[config.mk]
export PLATFORM = sky130hd
export DESIGN_NAME = spi_irq_gateway
export DESIGN_NICKNAME = d
export VERILOG_FILES = /design/src/rtl/spi_irq_pkg.sv /design/src/rtl/irq_prio_enc.sv /design/src/rtl/spi_irq_gateway.sv
export SDC_FILE = /design/constraint.sdc
export NUM_CORES = 1
export LEC_CHECK = 0
export BUFFER_PORTS_ARGS = -buffer_cell sky130_fd_sc_hd__buf_2
export CORE_MARGIN = 2
export CORE_UTILIZATION = 30
export CTS_CLUSTER_SIZE = 28
export DETAILED_ROUTE_END_ITERATION = 10
export GPL_TIMING_DRIVEN = 0
export SLEW_MARGIN = 40
export SYNTH_ARGS = -nofsm -noshare
export SYNTH_HDL_FRONTEND = slang
export SYNTH_SLANG_ARGS = --single-unit
[constraint.sdc]
create_clock -name CLK -period 2.6 [get_ports CLK]
set_input_delay 0.26 -clock CLK [delete_from_list [all_inputs] [get_ports CLK]]
set_output_delay 0.26 -clock CLK [all_outputs]
set_load 0.02 [all_outputs]
[src/rtl/spi_irq_pkg.sv]
// Shared definitions for the SPI interrupt gateway.
// Contents:
// - Default source count and claim-ID width.
// - Byte addresses of the four-register APB window.
// - Claim/complete state enum.
package spi_irq_pkg;

  localparam int unsigned NUM_IRQ_DEFAULT = 6;
  localparam int unsigned ID_W_DEFAULT    = 3;

  localparam logic [3:0] ADDR_ENABLE   = 4'h0;
  localparam logic [3:0] ADDR_STATUS   = 4'h4;
  localparam logic [3:0] ADDR_CLAIM    = 4'h8;
  localparam logic [3:0] ADDR_COMPLETE = 4'hC;

  typedef enum logic {
    GW_IDLE,
    GW_CLAIMED
  } gw_state_t;

endpackage

[src/rtl/irq_prio_enc.sv]
// Lowest-set-bit priority encoder.
// Ports:
//   i_req   - request vector; bit 0 has the highest priority.
//   o_valid - at least one request is set.
//   o_idx   - index of the lowest set bit (0 when o_valid is low).
module irq_prio_enc #(
  parameter int unsigned Width = 6,
  parameter int unsigned IdxW  = 3
) (
  input  logic [Width-1:0] i_req,
  output logic             o_valid,
  output logic [IdxW-1:0]  o_idx
);

  always_comb begin
    o_idx = '0;
    // Scan from the top down so the lowest set bit is the one that sticks.
    for (int i = Width - 1; i >= 0; i--) begin
      if (i_req[i]) begin
        o_idx = IdxW'(i);
      end
    end
    o_valid = |i_req;
  end

endmodule

[src/rtl/spi_irq_gateway.sv]
// Bus-side interrupt gateway for the SPI flag block.
// Presents ENABLE/STATUS/CLAIM/COMPLETE over APB-lite and aggregates the
// enabled sticky flags into one level irq. A CLAIM read returns the
// highest-priority pending ID (index+1), pulses its clear, and masks irq
// until COMPLETE is written with the same ID.
// Ports:
//   CLK, nRST                     - clock, asynchronous active-low reset.
//   psel/penable/pwrite/paddr/pwdata, prdata/pready - APB-lite slave.
//   interrupts                    - sticky flags from the flag block.
//   interrupt_enable              - ENABLE register, to the flag block.
//   clear                         - registered one-cycle clear pulses.
//   irq                           - aggregated level interrupt.
module spi_irq_gateway
  import spi_irq_pkg::*;
#(
  parameter int unsigned NUM_IRQ = NUM_IRQ_DEFAULT,
  parameter int unsigned ID_W    = ID_W_DEFAULT
) (
  input  logic               CLK,
  input  logic               nRST,
  input  logic               psel,
  input  logic               penable,
  input  logic               pwrite,
  input  logic [3:0]         paddr,
  input  logic [31:0]        pwdata,
  output logic [31:0]        prdata,
  output logic               pready,
  input  logic [NUM_IRQ-1:0] interrupts,
  output logic [NUM_IRQ-1:0] interrupt_enable,
  output logic [NUM_IRQ-1:0] clear,
  output logic               irq
);

  gw_state_t          r_state, w_state_d;
  logic [ID_W-1:0]    r_cur_id, w_cur_id_d;
  logic [NUM_IRQ-1:0] r_enable, w_enable_d;
  logic [NUM_IRQ-1:0] r_clear, w_clear_d;

  logic               w_acc, w_wr, w_rd;
  logic [3:0]         w_addr;
  logic [NUM_IRQ-1:0] w_pend;
  logic               w_valid;
  logic [ID_W-1:0]    w_best;
  logic [ID_W-1:0]    w_claim_id;
  logic               w_claim_ok;
  logic               w_unused;

  assign w_acc  = psel & penable;
  assign w_wr   = w_acc & pwrite;
  assign w_rd   = w_acc & ~pwrite;
  assign w_addr = {paddr[3:2], 2'b00};
  assign w_pend = interrupts & r_enable;

  irq_prio_enc #(
    .Width(NUM_IRQ),
    .IdxW (ID_W)
  ) u_prio_enc (
    .i_req  (w_pend),
    .o_valid(w_valid),
    .o_idx  (w_best)
  );

  assign w_claim_id = w_best + ID_W'(1);
  // A claim only takes effect in IDLE with something pending.
  assign w_claim_ok = w_rd && (w_addr == ADDR_CLAIM) && (r_state == GW_IDLE) && w_valid;

  always_comb begin
    w_state_d  = r_state;
    w_cur_id_d = r_cur_id;
    w_enable_d = r_enable;
    w_clear_d  = '0;
    if (w_wr) begin
      case (w_addr)
        ADDR_ENABLE: w_enable_d = pwdata[NUM_IRQ-1:0];
        ADDR_STATUS: w_clear_d  = pwdata[NUM_IRQ-1:0];
        ADDR_COMPLETE: begin
          if (r_state == GW_CLAIMED && pwdata[ID_W-1:0] == r_cur_id) begin
            w_state_d = GW_IDLE;
          end
        end
        default: ;
      endcase
    end
    if (w_claim_ok) begin
      w_clear_d  = NUM_IRQ'(1) << w_best;
      w_cur_id_d = w_claim_id;
      w_state_d  = GW_CLAIMED;
    end
  end

  always_ff @(posedge CLK or negedge nRST) begin
    if (!nRST) begin
      r_state  <= GW_IDLE;
      r_cur_id <= '0;
      r_enable <= '0;
      r_clear  <= '0;
    end else begin
      r_state  <= w_state_d;
      r_cur_id <= w_cur_id_d;
      r_enable <= w_enable_d;
      r_clear  <= w_clear_d;
    end
  end

  always_comb begin
    prdata = '0;
    if (w_rd) begin
      case (w_addr)
        ADDR_ENABLE: prdata = 32'(r_enable);
        ADDR_STATUS: prdata = 32'(interrupts);
        ADDR_CLAIM:  prdata = w_claim_ok ? 32'(w_claim_id) : 32'd0;
        default:     prdata = '0;
      endcase
    end
  end

  assign pready           = 1'b1;
  assign interrupt_enable = r_enable;
  assign clear            = r_clear;
  assign irq              = (r_state == GW_IDLE) && w_valid;

  assign w_unused = ^{pwdata, paddr[1:0]};

endmodule

* Yosys cells after proc, flatten, opt, wreduce, memory -nomap -nowiden *
Cells that the tools add are included.

word-level totals
  output and inout port bits = 46
  register bits after elaboration = 16

operators by class
  mux-type cells = 16
  equal/unequal tests = 4
  $add $sub $neg = 1
  bitwise operators = 6
  reduce and logical (&&, ||, !) cells = 12
  shift-type cells = 1

operators by type and width
  kind                                                                count
  6-bit 2-to-1 mux                                                    4
  3-bit 2-to-1 mux                                                    7
  6-bit case mux with 3 select lines                                  1
  6-bit bitwise AND                                                   1
  2-bit nonzero test                                                  3
  6-bit OR reduction                                                  1
  1-bit by 3-bit left shift with 6-bit output (first input constant)  1
  1-bit logical AND                                                   5
  2-bit == test (second input constant)                               2
  4-bit zero test                                                     1
  1-bit 2-to-1 mux                                                    4
  3-bit by 1-bit adder with 3-bit output (second input constant)      1
  1-bit bitwise AND                                                   3
  3-bit == test                                                       1
  3-bit AND reduction                                                 1
  2-bit by 1-bit == test with 1-bit output (second input constant)    1
  1-bit NOT                                                           2
  2-bit AND reduction                                                 1

* Logic depth before layout (Yosys ltp) *
  depth after elaboration = 11
  depth in mapped cells = 8
  mapped depth without buffers = 8

* By module *
Synthesis repeated with hierarchy kept, for this count alone.

unflattened totals
  cells, all modules = 117
  area, all modules = 1,246.2 µm²

by module, submodules not included
  module           cells an instance  area each (µm²)  instances  sequential area each (µm²)
  spi_irq_gateway  107                1,193.6          1          400.4
  irq_prio_enc     10                 52.6             1          0.0

* Worst setup path before layout *
OpenSTA, ideal clock, no wires.

  path kind = register to output
  start = reg r_enable[4], in the netlist interrupt_enable[4]
  end = out prdata[2]
  setup slack = 479 ps
  stages on the path, launching flop included = 8
  path buffers = 0
  required time = 2,340 ps
  arrival time = 1,861 ps
  cells stage by stage = dfrtp_1 nand2_1 nand3_1 a221o_1 inv_1 ha_1 ha_1 o22ai_1

between the ends
  word-level cells in the longest chain between the ends = 10

ends and longest elaborated chain
  item                                    line                    RTL
  start: declaration                      spi_irq_gateway.sv:36   logic [NUM_IRQ-1:0] r_enable, w_enable_d;
  start signal: assignment                spi_irq_gateway.sv:100  r_enable <= w_enable_d;
  6-bit bitwise AND (*)                   spi_irq_gateway.sv:52   assign w_pend = interrupts & r_enable;
  3-bit 2-to-1 mux (5 in a row)           irq_prio_enc.sv:19      if (i_req[i]) begin
  3-bit by 1-bit adder with 3-bit output  spi_irq_gateway.sv:63   assign w_claim_id = w_best + ID_W'(1);
  3-bit 2-to-1 mux (*)                    spi_irq_gateway.sv:111  ADDR_CLAIM: prdata = w_claim_ok ? 32'(w_claim_id) : 32'd0;
  6-bit case mux with 3 select lines (*)  spi_irq_gateway.sv:108  case (w_addr)
  6-bit 2-to-1 mux (*)                    spi_irq_gateway.sv:107  if (w_rd) begin
  end: declaration                        spi_irq_gateway.sv:26   output logic [31:0] prdata,

Every way passes the cells marked *; elsewhere a longest branch is shown, timed or not.

* Final worst setup path *
  start = reg r_enable[1], in the netlist interrupt_enable[1]
  end = out prdata[2]

between the ends
  word-level cells in the longest chain between the ends = 7

ends and longest elaborated chain
  item                                    line
  6-bit bitwise AND (*)                   spi_irq_gateway.sv:52
  3-bit 2-to-1 mux (2 in a row)           irq_prio_enc.sv:19
  3-bit by 1-bit adder with 3-bit output  spi_irq_gateway.sv:63
  3-bit 2-to-1 mux (*)                    spi_irq_gateway.sv:111
  6-bit case mux with 3 select lines (*)  spi_irq_gateway.sv:108
  6-bit 2-to-1 mux (*)                    spi_irq_gateway.sv:107

Marks and branches as above.

==> summary.md <==
| Metric | Value |
|---|---|
| Status | complete, no violations |
| Syn Area/Cell | 10.23 µm² |
| Final hold vios | 0 |
| Die width | 66.62 µm |
| Mapped Cells | 115 |
| Setup TNS | 0 ns |
| Post-synth top flop | dfrtp_1 |
| Max_slew headroom | 51.30% |
| Hold Path Class | primary input to flip-flop |
| 1st-iter DRT viols | 35 |
| Largest area contributor in the netlist | dfrtp_1 |
| Mapped Area | 1176 µm² |
| Max Cap Violations | 0 |
| Synthesis-stage register bit count | 16 |
| Area growth syn-to-layout | 32.77% |
| CTS tree | done |
| Top area cells in the synthesized netlist | dfrtp_1 (34%), buf_4 (17%), mux2i_1 (6.0%) |
| Period Utilization, post-route | 92.38% |
| Clk buf depth | 2 |
| Clock slew at reported path FFs | 0.06 ns |
| Detailed Place HPWL | 2.121 mm |
| Leakage | 0.0008848 µW |
| CP Launch Type | flip-flop |
| CTS root buffer | clkbuf_8 |
| Clock latency on the worst-skew pair | 0.25 ns |
| Crit Path Category | flip-flop to output pin |
| Cell Rows | 22 |
| Layout cells sized above 1 | 43.89% |
| Worst EP required | 2.34 ns |
| Starting Density | 31.65% |
| Gr ovfl total | 0 |
| Gp weighted congestion | 0.7927 |
| Die Ht | 66.62 µm |
| Dpl ws | 0.4597 ns |
| CTS sink cnt | 16 |
| H-tree lvl count | 1 |
| Routed len/inst | 10.92 µm |
| Final wirelength | 2.489 mm |
| Slew Limit Fails | 0 |
| Number of global-route vias before repair | 858 |
| First-pass GRT wire length | 3.912 mm |
| Post-CTS setup buffers | 0 |
| CP Max Fanout | 6 |
| Top-count cell post-synth | buf_4 |
| ANT nets after route | 0 |
| Core outline area | 3716 µm² |
| Register area share after synthesis | 34.04% |
| Final nets | 234 |
| RSZ-0062 raised after global routing | false |
| Clk_skew | 0.006598 ns |
| Post-synth ARST share | 100.0% |
| Pwr/cell area | 575.6 nW/µm² |
| Worst EP arrival | 2.14 ns |
| Initial antenna violation count | 0 |
| Max Fclk | 416.4 MHz |
| YS warnings | 0 |
| Final worst slack | 0.1982 ns |
| Residual DRC | 0 |
| Buffers on Ports | 36 |
| I/O Pins | 93 |
| Post-synth EDFFs | 0 |
| Via count | 937 |
| GRT Total Usage | 11.95% |
| CP Capture Type | output pin |
| Slew @ Worst Pin | 0.7286 ns |
| Post-synth top area share | 34.04% |
| Die ar. | 4438 µm² |
| Drt via density | 4.110 |
| Final Critical Period | 2.402 ns |
| Largest net degree at the start of global routing | 17 |
| Unique masters post-synth | 32 |
| Drt first pass iters | 6 |
| Worst vdd ir | 0.2345 mV |
| TritonCTS buffer count | 3 |
| Setup-failing EPs final | 0 |
| Synth cell count leaders | buf_4 (27), dfrtp_1 (16), nand2_1 (8) |
| # diodes | 0 |
-- through the flow --
stage	hold slack [ns]	power, µW	utilization [%]	instance area, µm²	std cells
6_report	0.2585	898.7	42.02	1562	228
5_1_grt	0.2735	959.5	42.02	1562	228
4_1_cts	0.2561	907.7	42.02	1562	228
3_5_place_dp	0.1922	722.1	40.64	1510	224
3_3_place_gp	0.1891	720.1	40.64	1510	224
2_1_floorplan	-0.03559	619.8	-	1270	140
-- routing by layer --
layer	part of all wire (%)	up-vias	global-route usage, %
met5	0	-	0
met4	1.2	0	3.827
met3	8.4	5	3.885
met2	48	40	20.13
met1	43	416	14.30
li1	-	476	-
-- logic make-up after synthesis --
kind of cell    after synthesis  synth area share, %
other cells                   2               0.6385
buf+inv                      35                21.06
simple gates                 22                11.49
compound gates               17                10.96
flops                        16                34.04
xor+xnor                      3                2.234
fa+ha+maj                     5                5.319
mux                          15                14.26
-- flip-flops by register name, summed over array words and instances (netlist names) --
name	count
r_cur_id	3
r_state	1
clear	6
interrupt_enable	6
-- cells in the final DEF, fill, tap and decap left out, types with 2 or more instances in the layout --
cell type	count
mux2_2	6
xor2_1	2
a22o_1	5
nor2_1	5
dfrtp_1	16
mux2_4	2
a21oi_1	2
buf_4	27
mux2i_1	7
buf_2	36
clkbuf_8	3
a22oi_1	2
inv_1	5
nand2_1	8
o22ai_1	3
buf_6	2
ha_1	5
conb_1	27
-- repair_timing --
item | 4_1_cts | 5_1_grt
hold endpoints to repair | 16 | 0
hold buffers | 1 | 0
endpoints found under the setup margin | 0 | 1
resized for setup | 0 | 0
-- where the power goes --
part	internal, µW	total (µW)	switching (µW)
Clock	103	181	78.1
Combinational	162	362	200
Sequential	302	356	54.1
-- worst paths after layout --
kind	slack, ns	cells past startpoint	to	start
setup / recovery	0.20	7	prdata[2]	interrupt_enable[1]
hold / removal	0.26	2	clear[5]	pwdata[5]
setup reg to reg	0.82	4	r_cur_id[1]	interrupt_enable[0]
hold reg to reg	0.54	1	r_cur_id[1]	r_cur_id[1]
max in group asynchronous	1.89	2	clear[4]	nRST
min in group asynchronous	0.45	2	r_cur_id[2]	nRST
-- critical path, cell delays in order, from the launching register on --
cell	delay, ns
dfrtp_1	0.44
a22oi_1	0.24
a221o_1	0.26
inv_1	0.10
ha_1	0.21
ha_1	0.28
o22ai_1	0.17
buf_2	0.19
-- final cells by class --
cell class                      instances  area, µm²
Tap cell                               48      60.06
Buffer                                 30      229.0
Timing Repair Buffer                   37      190.2
Inverter                                5      18.77
Fill cell                             386       2155
Multi-Input combinational cell         89      621.8
Sequential cell                        16      400.4
Clock buffer                            3      41.29
(Power assumes the default switching activity.)
